==> src/rtl/mdu_seq.sv <==
// Multi-cycle unsigned multiply/divide sequencer.
// A single (WIDTH+1)-bit ripple adder/subtractor is shared between shift-add
// multiply and restoring divide, with one adder operation per cycle.
module mdu_seq #(
    parameter int unsigned WIDTH = 32,
    parameter int unsigned CW    = $clog2(WIDTH)
) (
    input  logic             clk,
    input  logic             rst_n,
    input  logic             in_valid,
    output logic             in_ready,
    input  logic [1:0]       op,
    input  logic [WIDTH-1:0] a,
    input  logic [WIDTH-1:0] b,
    input  logic             flush,
    output logic             out_valid,
    input  logic             out_ready,
    output logic [WIDTH-1:0] result,
    output logic             busy
);

    localparam int unsigned AW = WIDTH + 1;

    typedef enum logic [1:0] {
        ST_IDLE = 2'd0,
        ST_RUN  = 2'd1,
        ST_DONE = 2'd2
    } state_t;

    // hi/lo hold {acc_hi, acc_lo} for multiply and {rem, quo} for divide.
    state_t           state_q, state_d;
    logic [CW-1:0]    cnt_q, cnt_d;
    logic [1:0]       op_q, op_d;
    logic [WIDTH-1:0] b_q, b_d;
    logic [WIDTH-1:0] hi_q, hi_d;
    logic [WIDTH-1:0] lo_q, lo_d;

    logic             in_ready_q, in_ready_d;
    logic             out_valid_q, out_valid_d;
    logic             busy_q, busy_d;
    logic [WIDTH-1:0] result_q, result_d;

    logic [AW-1:0]    add_x;
    logic [AW-1:0]    add_y;
    logic             add_sub;
    logic [AW-1:0]    add_s;

    // Adder operand selection: op[1] picks divide (subtract) vs multiply (add).
    always_comb begin
        add_sub = op_q[1];
        add_x   = {1'b0, hi_q};
        add_y   = '0;
        if (op_q[1]) begin
            add_x = {hi_q, lo_q[WIDTH-1]};
            add_y = {1'b0, b_q};
        end else if (lo_q[0]) begin
            add_y = {1'b0, b_q};
        end
    end

    // Shared ripple-carry adder/subtractor; subtract is x + ~y + 1.
    always_comb begin
        logic carry;
        logic yb;
        carry = add_sub;
        add_s = '0;
        for (int i = 0; i < int'(AW); i++) begin
            yb       = add_y[i] ^ add_sub;
            add_s[i] = add_x[i] ^ yb ^ carry;
            carry    = (add_x[i] & yb) | (add_x[i] & carry) | (yb & carry);
        end
    end

    // Next-state, datapath update and registered-output computation.
    always_comb begin
        state_d = state_q;
        cnt_d   = cnt_q;
        op_d    = op_q;
        b_d     = b_q;
        hi_d    = hi_q;
        lo_d    = lo_q;

        case (state_q)
            ST_IDLE: begin
                if (in_valid && !flush) begin
                    op_d    = op;
                    b_d     = b;
                    hi_d    = '0;
                    lo_d    = a;
                    cnt_d   = '0;
                    state_d = ST_RUN;
                end
            end
            ST_RUN: begin
                cnt_d = cnt_q + CW'(1);
                if (op_q[1]) begin
                    // Restoring divide: keep the difference only if it did not borrow.
                    if (!add_s[AW-1]) begin
                        hi_d = add_s[WIDTH-1:0];
                        lo_d = {lo_q[WIDTH-2:0], 1'b1};
                    end else begin
                        hi_d = add_x[WIDTH-1:0];
                        lo_d = {lo_q[WIDTH-2:0], 1'b0};
                    end
                end else begin
                    // Shift-add multiply: carry lands in the accumulator MSB.
                    hi_d = add_s[AW-1:1];
                    lo_d = {add_s[0], lo_q[WIDTH-1:1]};
                end
                if (cnt_q == CW'(WIDTH - 1)) begin
                    state_d = ST_DONE;
                end
            end
            ST_DONE: begin
                if (out_ready) begin
                    state_d = ST_IDLE;
                end
            end
            default: begin
                state_d = ST_IDLE;
            end
        endcase

        if (flush) begin
            state_d = ST_IDLE;
        end

        in_ready_d  = (state_d == ST_IDLE);
        out_valid_d = (state_d == ST_DONE);
        busy_d      = (state_d != ST_IDLE);
        result_d    = '0;
        if (state_d == ST_DONE) begin
            result_d = op_d[0] ? hi_d : lo_d;
        end
    end

    // State, datapath and output registers.
    always_ff @(posedge clk or negedge rst_n) begin
        if (!rst_n) begin
            state_q     <= ST_IDLE;
            cnt_q       <= '0;
            op_q        <= '0;
            b_q         <= '0;
            hi_q        <= '0;
            lo_q        <= '0;
            in_ready_q  <= 1'b1;
            out_valid_q <= 1'b0;
            busy_q      <= 1'b0;
            result_q    <= '0;
        end else begin
            state_q     <= state_d;
            cnt_q       <= cnt_d;
            op_q        <= op_d;
            b_q         <= b_d;
            hi_q        <= hi_d;
            lo_q        <= lo_d;
            in_ready_q  <= in_ready_d;
            out_valid_q <= out_valid_d;
            busy_q      <= busy_d;
            result_q    <= result_d;
        end
    end

    assign in_ready  = in_ready_q;
    assign out_valid = out_valid_q;
    assign busy      = busy_q;
    assign result    = result_q;

endmodule

==> config.mk <==
export PLATFORM = sky130hd
export DESIGN_NAME = mdu_seq
export DESIGN_NICKNAME = d
export VERILOG_FILES = /design/src/rtl/mdu_seq.sv
export SDC_FILE = /design/constraint.sdc
export NUM_CORES = 1
export LEC_CHECK = 0
export ABC_AREA = 1
export CORE_MARGIN = 8
export CORE_UTILIZATION = 51
export CTS_CLUSTER_SIZE = 12
export DETAILED_ROUTE_END_ITERATION = 8
export GPL_TIMING_DRIVEN = 0
export MAX_ROUTING_LAYER = met4
export PLACE_DENSITY_LB_ADDON = 0.05
export SYNTH_ARGS = -nofsm -noshare
export SYNTH_HDL_FRONTEND = slang
export SYNTH_SLANG_ARGS = --single-unit
==> constraint.sdc <==
create_clock -name clk -period 45.1 [get_ports clk]
set_input_delay 13.53 -clock clk [delete_from_list [all_inputs] [get_ports clk]]
set_output_delay 13.53 -clock clk [all_outputs]
set_load 0.02 [all_outputs]
==> results of run 1 <==
stage by stage:
stage / power, mW / setup slack (ns) / hold slack (ns)
after floorplan: 0.384 / 29.52 / 0.440
after global placement: 0.459 / 24.81 / 0.461
after detailed placement: 0.464 / 28.30 / 0.475
after CTS: 0.621 / 28.24 / 0.484
after global routing: 0.671 / 27.67 / 0.503
final: 0.620 / 28.32 / 0.475
power groups by stage:
stage | combinational (mW) | sequential (mW) | clock [mW]
detailed placement | 0.285 | 0.179 | 0
CTS | 0.287 | 0.177 | 0.157
global placement | 0.280 | 0.179 | 0
global route | 0.326 | 0.182 | 0.163
finish | 0.288 | 0.178 | 0.154
floorplan | 0.210 | 0.174 | 0
cells in the final DEF (no fill, tap or decap), types with 2 or more instances in the layout:
cell type,n
ha_1,2
a21oi_2,10
o211ai_1,2
nand3_2,8
inv_1,167
inv_2,4
buf_2,32
fa_1,31
or2_0,3
o21ai_1,38
a22o_1,2
clkdlybuf4s50_1,104
or2_1,11
dfrtp_1,139
clkbuf_16,17
nor2_2,2
nand3_1,67
o21ai_0,114
nand2_2,5
buf_6,16
inv_8,2
a21oi_1,84
inv_6,4
clkbuf_1,22
nor2_1,43
nand2_1,353
or2_2,14
bufinv_16,4
clkinv_4,2
critical path, delay by kind of cell (launching register included):
| kind | cells | cell delay (ns) |
|---|---|---|
| buffers and inverters | 8 | 1.36 |
| AOI/OAI and AO/OA | 2 | 0.31 |
| DFF | 1 | 0.38 |
| and+or+nand+nor | 6 | 0.67 |
| adders and majority gates | 31 | 13.91 |
sequential cells by signal, indices dropped and copies added (netlist names):
| register | cells |
|---|---|
| busy | 1 |
| state_q | 2 |
| op_q | 2 |
| b_q | 32 |
| hi_q | 32 |
| in_ready | 1 |
| result | 32 |
| lo_q | 32 |
| cnt_q | 5 |
| out_valid | 1 |
cells by family after synthesis:
family,after synthesis
fa+ha+maj,33
buf+inv,242
compound gates,253
simple gates,507
flops,140
worst paths after layout:
kind	from	slack [ns]	to
min in group asynchronous	rst_n	13.02	b_q[4]
worst max register to register	op_q[1]	28.32	result[3]
worst max-delay path	op_q[1]	28.32	result[3]
worst min-delay path	cnt_q[3]	0.48	cnt_q[3]
max in group asynchronous	rst_n	31.23	result[15]
worst min register to register	cnt_q[3]	0.48	cnt_q[3]
layout make-up:
| cell class | count | area [µm²] |
|---|---|---|
| multi-input cells | 793 | 4110 |
| flip-flops and latches | 140 | 3500 |
| clock inverters | 14 | 208 |
| inverters | 171 | 642 |
| repair buffers | 106 | 1080 |
| clock buffers | 18 | 439 |
| plain buffers | 71 | 424 |
| well taps | 220 | 275 |
| fillers | 1495 | 5900 |
metal layers:
metal | wire [µm] | part of all wire, % | vias to the layer above
met5 | 0 | 0 | -
met4 | 541 | 2.2 | 0
met3 | 1590 | 6.6 | 36
met2 | 11100 | 46 | 270
met1 | 11000 | 45 | 3558
li1 | - | - | 3914
==> run_results.csv, run 1 <==
group,metric,value,unit
outcome,status,"finished, final reports clean",
power,power.share.clock,24.9,%
flow_run,cap_violations,0,
global_routing,antenna_found_initial,0,
timing,drv_slew,0,
synth,synth_top_family_by_area,"simple AND/OR/NAND/NOR gates",
timing,setup_viol,0,
clock_tree,ctsHoldBuffers,0,
clock_tree,cts_resized,0,
place,dp_hpwl,18.5,mm
min_path,hold_path_depth,1,
worst_setup_path,critPathKind,"flip-flop to flip-flop",
finish,final_util,64.4,%
timing,worstMarginPinSlew,0.657,ns
timing,min_period,16.78,ns
floorplan,die_width,146,µm
place,dp.cells,1501,
drt,detail_route.wl_per_cell,15.8,µm
worst_setup_path,cp.arrival,17.10,ns
global_routing,grtUsageMet3,5.66,%
worst_setup_path,cp-end-kind,"flip-flop",
power,leakage,5.47,nW
synth,synthAdderAreaFrac,7.44,%
global_routing,grt.total_usage,23.8,%
timing,fmax,59.6,MHz
global_routing,grtUsageMet2,37.4,%
timing,min_period_over_period,37.2,%
power,seq_power_share,28.7,%
floorplan,fp.dieH,146,µm
clock_tree,cts_htree_levels,4,
global_routing,grt_pass1_vias,7778,
power,powerDensity,58.1,nW/µm²
synth,ys.flop_type,"dfrtp_1",
finish,layout.nets,1404,
floorplan,core,16600,µm²
synth,postSynthAreaPerCell,7.39,µm²
global_routing,met1_usage,29.6,%
clock_tree,tritoncts,"done",
worst_setup_path,cpMostUsedCell,"fa_1",
synth,synth_xor_area_share,0,%
drt,vias,7778,
synth,syn_nets,1279,
worst_setup_path,slowest_delay,0.49,ns
drt,drc,0,
global_routing,grt_max_degree,97,
finish,antenna_cells,0,
timing,slew_headroom,56.2,%
power,power_frac_comb,46.4,%
place,gp_congestion,0.941,
synth,synthMuxAreaShare,0,%
synth,synth_simple_gate_area_share,24.6,%
timing,setup_tns,0,ns
synth,ys_warn_count,0,
place,post_dp_cell_area,10000,µm²
drt,via_per_inst,5.07,
finish,syn_to_final_growth,23.1,%
global_routing,grt_pass1_wl,39.5,mm
global_routing,overflow,0,
worst_setup_path,slowest_stage,"fa_1",
clock_tree,clk_path_buf_depth,2,
finish,stdcell_count,1533,
power,p_int,358,µW
finish,final_area,10700,µm²
timing,rsz0062_at_grt,"no",
drt,initialDrtViolationCount,650,
clock_tree,clockRootBuffer,"clkbuf_16",
floorplan,rows,47,
finish,drive_above_1_share,9.90,%
place,io_buffers,105,
min_path,hold_path_class,"flip-flop to flip-flop",
synth,yosys-top-cells-area,"dfrtp_1 40%, nand2_1 15%, inv_1 7.2%",
worst_setup_path,cp_max_fo,10,
worst_setup_path,timing.critical_path.required,45.42,ns
floorplan,initial_core_util,52.3,%
global_routing,grt-busiest-layer,"met2",
synth,synth_common_cells,"353 x nand2_1, 167 x inv_1, 139 x dfrtp_1",
clock_tree,cts_made_buffers,17,
drt,routed_wl,24.3,mm
synth,synth.distinct_cells,30,
clock_tree,cts.clk_slew.worst_paths,0.06,ns
synth,synth_top_area_share,40.1,%
drt,ant_nets,0,
synth,async_flop_share,100,%
synth,synthCells,1175,
synth,synth-edff-count,0,
timing,hold_viol,0,
power,ir_worst_vdd,0.0315,mV
clock_tree,cts_sinks,140,
floorplan,die_area,21400,µm²
synth,synth-compound-area-share,15.3,%
worst_setup_path,critPathLaunchType,"flip-flop",
drt,dr.pass1.iters,5,
synth,ys_seq_area_share,40.4,%
synth,netlist_area,8680,µm²
power,p_sw,263,µW
power,swShare,42.4,%
synth,yosysMostFrequentCell,"nand2_1",
worst_setup_path,reg2reg_depth,47,
synth,yosys_register_bits,140,
timing,fin_skew,0.0140,ns
floorplan,io_pins,106,
synth,synth_top_cell_by_area,"dfrtp_1",
clock_tree,postCtsSetupBuffers,0,
clock_tree,clk_latency,0.43,ns
(Power assumes the default switching activity.)
==> run 2: changes to the inputs <==
clock period = 13.7 ns   (was 45.1 ns; I/O delays follow)
==> run 2 against run 1 <==
Flip-flop and latch count unchanged. Clock-buffer cell count increased by 2. Design area increased by 9.5%. Power increased to 4.0 times the previous value. Setup slack got worse by 28 ns. Register-to-register slack got worse by 28 ns. Combinational power increased to 4.7 times the previous value. Final cell count increased by 1.6%. Maximum frequency increased by 23%. Critical endpoint is now result[9].
==> run_results.csv, run 2 (same netlist as run 1, synthesis figures left out) <==
group,metric,value,unit
timing,drv_slew,0,
clock_tree,tritoncts,"done",
finish,layout.nets,1429,
drt,initialDrtViolationCount,700,
timing,min_period_over_period,99.6,%
drt,drc,0,
timing,rsz0062_at_grt,"yes",
power,ir_worst_vdd,0.107,mV
finish,syn_to_final_growth,34.8,%
power,leakage,5.86,nW
global_routing,antenna_found_initial,0,
clock_tree,cts_made_buffers,17,
finish,nFillCells,1355,
power,power.share.clock,21.6,%
place,dp.cells,1501,
drt,detail_route.wl_per_cell,17.0,µm
power,seq_power_share,24.0,%
clock_tree,ctsHoldBuffers,0,
finish,final_common_cell,"nand2_1",
drt,vias,8162,
floorplan,io_pins,106,
timing,fmax,73.3,MHz
timing,fin_skew,0.00992,ns
drt,routed_wl,26.5,mm
min_path,hold_path_class,"flip-flop to flip-flop",
global_routing,grt.total_usage,24.2,%
worst_setup_path,cp_max_fo,7,
timing,worstMarginPinSlew,0.742,ns
timing,setup_viol,0,
power,power_frac_comb,54.4,%
power,p_int,1.40,mW
worst_setup_path,slowest_stage,"fa_2",
power,swShare,43.1,%
drt,dr.pass1.iters,6,
timing,min_period,13.65,ns
finish,antenna_cells,0,
floorplan,rows,47,
finish,stdcell_count,1558,
worst_setup_path,worstSetupStartpoint,"op_q[1]",
finish,drive_above_1_share,22.2,%
worst_setup_path,critPathLaunchType,"flip-flop",
global_routing,grt_max_degree,98,
worst_setup_path,r2r-start,"op_q[1]",
floorplan,initial_core_util,52.3,%
drt,ant_nets,0,
worst_setup_path,cp-end-kind,"flip-flop",
worst_setup_path,timing.critical_path.required,14.02,ns
timing,hold_viol,0,
drt,via_per_inst,5.24,
global_routing,grt_pass1_wl,40.1,mm
worst_setup_path,slowest_delay,0.42,ns
clock_tree,cts_htree_levels,4,
clock_tree,clockRootBuffer,"clkbuf_16",
global_routing,overflow,0,
worst_setup_path,cp.arrival,13.98,ns
floorplan,fp.dieH,146,µm
min_path,worstHoldStart,"cnt_q[3]",
clock_tree,clk_latency,0.43,ns
worst_setup_path,critPathKind,"flip-flop to flip-flop",
floorplan,die_area,21400,µm²
place,post-place-ws,-0.838,ns
clock_tree,clk_path_buf_depth,2,
place,gp_congestion,0.916,
timing,postLayoutSetupSlackWorst,0.0490,ns
power,powerDensity,211,nW/µm²
place,io_buffers,105,
worst_setup_path,cpMostUsedCell,"fa_2",
timing,slew_headroom,50.6,%
outcome,status,"finished, final reports clean",
power,p_sw,1.06,mW
finish,final_cell_mix,"303 x nand2_1, 162 x inv_1, 139 x dfrtp_1",
flow_run,cap_violations,0,
clock_tree,cts.clk_slew.worst_paths,0.06,ns
global_routing,grt_pass1_vias,7660,
place,dp_hpwl,18.6,mm
floorplan,die_width,146,µm
clock_tree,cts_sinks,140,
floorplan,core,16600,µm²
## run 2: critical path: cells and delay by family, from the launching register on
kind | cells | cell delay, ns
fa+ha+maj | 31 | 11.40
simple gates | 10 | 0.82
buf+inv | 7 | 0.74
flops | 1 | 0.38
compound gates | 1 | 0.19
## run 2: repair_timing
action | in CTS | in global routing
endpoints found under the setup margin | 65 | 65
gates resized for setup | 22 | 131
endpoints found under the hold margin | 0 | 0
pin swaps | 27 | 73
buffers inserted | 1 | 16
cloned | 1 | 7
## run 2: worst paths after layout
kind                        endpoint  depth (start not counted)  slack (ns)
setup / recovery           result[9]                         49        0.05
hold reg to reg             cnt_q[3]                          1        0.48
setup reg to reg           result[9]                         49        0.05
min in group asynchronous     b_q[3]                          1        3.60
hold / removal              cnt_q[3]                          1        0.48
max in group asynchronous   in_ready                          2        9.28
## run 2: power by group through the flow
stage	sequential, mW	clock, mW	combinational [mW]
detailed placement	0.590	0	0.989
global route	0.603	0.552	1.46
floorplan	0.572	0	0.737
global placement	0.591	0	0.973
finish	0.591	0.531	1.34
CTS	0.586	0.535	1.04
## run 2: stage by stage
stage | hold WS, ns | util [%] | total power, mW | area, µm² | TNS, ns
after floorplan | 0.440 | - | 1.31 | 8800 | 0
after global routing | 0.515 | 70.6 | 2.61 | 11700 | -11.20
after CTS | 0.479 | 66.0 | 2.17 | 11000 | 0
after global placement | 0.459 | 61.1 | 1.56 | 10100 | -38.98
final | 0.478 | 70.6 | 2.46 | 11700 | 0
after detailed placement | 0.468 | 61.2 | 1.58 | 10200 | -41.19
## run 2: layout make-up
type                            count  area, µm²  share of cell area, %
Timing Repair Buffer              130       1390                   11.8
Clock inverter                     12        206                   1.76
Inverter                          171        654                   5.59
Tap cell                          220        275                   2.35
Sequential cell                   140       3500                   30.0
Multi-Input combinational cell    794       4680                   40.0
Buffer                             71        524                   4.48
Clock buffer                       20        467                   3.99
## run 2: metal layers
layer	vias to the layer above	GRT usage [%]	routed length, µm
met2	359	37.0	12400
met3	54	4.91	1750
met5	-	-	0
li1	3966	-	-
met4	0	7.83	652
met1	3783	31.8	11800
==> run 3: changes to the inputs <==
CELL_PAD_IN_SITES_DETAIL_PLACEMENT = 1   (was unset)
CELL_PAD_IN_SITES_GLOBAL_PLACEMENT = 1   (was unset)
CORE_UTILIZATION = 37   (was 51)
CTS_CLUSTER_DIAMETER = 60   (was unset)
MAX_ROUTING_LAYER = unset   (was met4)
==> run 3 against run 2 <==
Die area increased by 33%. Hold slack improved by 0.0011 ns. Via count decreased by 0.66%. Utilization decreased by 22 points. Clock power decreased by 11%. Critical path type unchanged. Largest cell class unchanged. Highest routed layer unchanged.
==> run_results.csv, run 3 (same netlist as run 1, synthesis figures left out) <==
group,metric,value,unit
timing,fin_skew,0.0124,ns
timing,fmax,74.7,MHz
drt,wl_met2,14.2,mm
global_routing,grt_pass1_wl,47.3,mm
drt,initialDrtViolationCount,380,
worst_setup_path,r2r_slack,0.32,ns
worst_setup_path,cp.arrival,13.71,ns
global_routing,grt_max_degree,80,
worst_setup_path,r2r-start,"op_q[1]",
min_path,worstHoldEndpoint,"cnt_q[3]",
floorplan,io_pins,106,
worst_setup_path,critPathLaunchType,"flip-flop",
floorplan,initial_core_util,37.3,%
timing,setup_tns,0,ns
min_path,hold_path_depth,1,
drt,routed_wl,30.1,mm
timing,slew_headroom,45.0,%
global_routing,overflow,0,
worst_setup_path,cpMostUsedCell,"fa_2",
finish,syn_to_final_growth,30.4,%
power,ir_worst_vdd,0.0691,mV
clock_tree,clk_path_buf_depth,2,
worst_setup_path,cp-end-kind,"flip-flop",
finish,final_common_cell,"nand2_1",
timing,min_period,13.38,ns
global_routing,grt.total_usage,21.3,%
place,post_dp_cell_area,10300,µm²
global_routing,grt_pass1_vias,8613,
drt,ant_nets,0,
timing,drv_slew,0,
min_path,worstHoldStart,"cnt_q[3]",
timing,min_period_over_period,97.7,%
timing,postLayoutSetupSlackWorst,0.317,ns
floorplan,die_area,28600,µm²
outcome,status,"finished, final reports clean",
worst_setup_path,reg2reg_depth,47,
place,dp_hpwl,22.0,mm
power,leakage,5.61,nW
floorplan,die_width,169,µm
clock_tree,tritoncts,"done",
drt,detail_route.wl_per_cell,18.2,µm
clock_tree,ctsHoldBuffers,0,
clock_tree,cts_sinks,140,
drt,drt-met1-wl,14.0,mm
global_routing,antenna_found_initial,0,
clock_tree,clk_latency,0.44,ns
worst_setup_path,timing.critical_path.required,14.02,ns
floorplan,fp.dieH,169,µm
finish,layout.nets,1421,
clock_tree,clockRootBuffer,"clkbuf_16",
timing,worstMarginPinSlew,0.824,ns
place,gp_congestion,0.818,
clock_tree,cts.clk_slew.worst_paths,0.07,ns
place,io_buffers,105,
power,powerDensity,199,nW/µm²
worst_setup_path,cp_max_fo,10,
finish,final_cell_mix,"347 x nand2_1, 164 x inv_1, 139 x dfrtp_1",
finish,final_util,48.7,%
timing,setup_viol,0,
finish,final_area,11300,µm²
drt,dr.pass1.iters,5,
place,post-place-ws,-0.917,ns
timing,hold_viol,0,
drt,via_per_inst,4.91,
floorplan,rows,56,
flow_run,cap_violations,0,
floorplan,core,23300,µm²
worst_setup_path,slowest_stage,"fa_2",
min_path,hold_path_class,"flip-flop to flip-flop",
finish,drive_above_1_share,17.1,%
worst_setup_path,rr_endpoint,"result[25]",
drt,routed-wl-met3,1.25,mm
clock_tree,cts_htree_levels,4,
drt,vias,8108,
worst_setup_path,critPathKind,"flip-flop to flip-flop",
timing,fin_hold_ws,0.479,ns
clock_tree,cts_made_buffers,17,
drt,drc,0,
drt,top_layer_used,"met4",
worst_setup_path,slowest_delay,0.41,ns
-- run 3: power breakdown --
| part | switching [mW] | internal [mW] |
|---|---|---|
| Sequential | 0.0780 | 0.514 |
| Clock | 0.216 | 0.256 |
| Combinational | 0.727 | 0.464 |
-- run 3: timing repair --
| item | in CTS | in global routing |
|---|---|---|
| cloned | 2 | 2 |
| endpoints found under the setup margin | 65 | 64 |
| pin swaps | 41 | 20 |
| resized for setup | 31 | 44 |
| setup buffers | 7 | 7 |
-- run 3: metrics by stage --
stage               std cells  total power [mW]
floorplan                1175              1.31
global placement         1599              1.59
detailed placement       1600              1.61
CTS                      1641              2.19
global route             1649              2.43
finish                   1650              2.26
-- run 3: routing by layer --
metal | vias to the layer above | GRT usage (%)
met5 | - | 0
met4 | 0 | 7.70
met3 | 46 | 3.47
met2 | 194 | 35.0
met1 | 3933 | 28.0
li1 | 3935 | -
-- run 3: cell type report --
class	instances	area, µm²
clock inverters	15	155
plain buffers	71	520
inverters	171	649
well taps	319	399
flip-flops and latches	140	3500
diodes	1	2.50
repair buffers	122	1240
multi-input cells	794	4420
fillers	2888	11900
clock buffers	17	425
-- run 3: worst max-delay path by stage --
stage	end	cells past startpoint	slack, ns	from
floorplan	result[30]	49	0.06	op_q[1]
global placement	result[8]	47	-0.87	op_q[1]
detailed placement	result[11]	47	-0.92	op_q[1]
CTS	result[4]	49	0.05	op_q[1]
global route	result[27]	49	-0.02	op_q[1]
finish	result[25]	47	0.32	op_q[1]
-- run 3: worst max-delay path, delay by kind of cell (launching register included) --
| kind | cells | cell delay (ns) |
|---|---|---|
| flip-flops | 1 | 0.40 |
| adder cells (fa/ha/maj) | 31 | 11.15 |
| buffers and inverters | 7 | 0.75 |
| AO/OA/AOI/OAI | 2 | 0.28 |
| AND/OR/NAND/NOR | 7 | 0.68 |
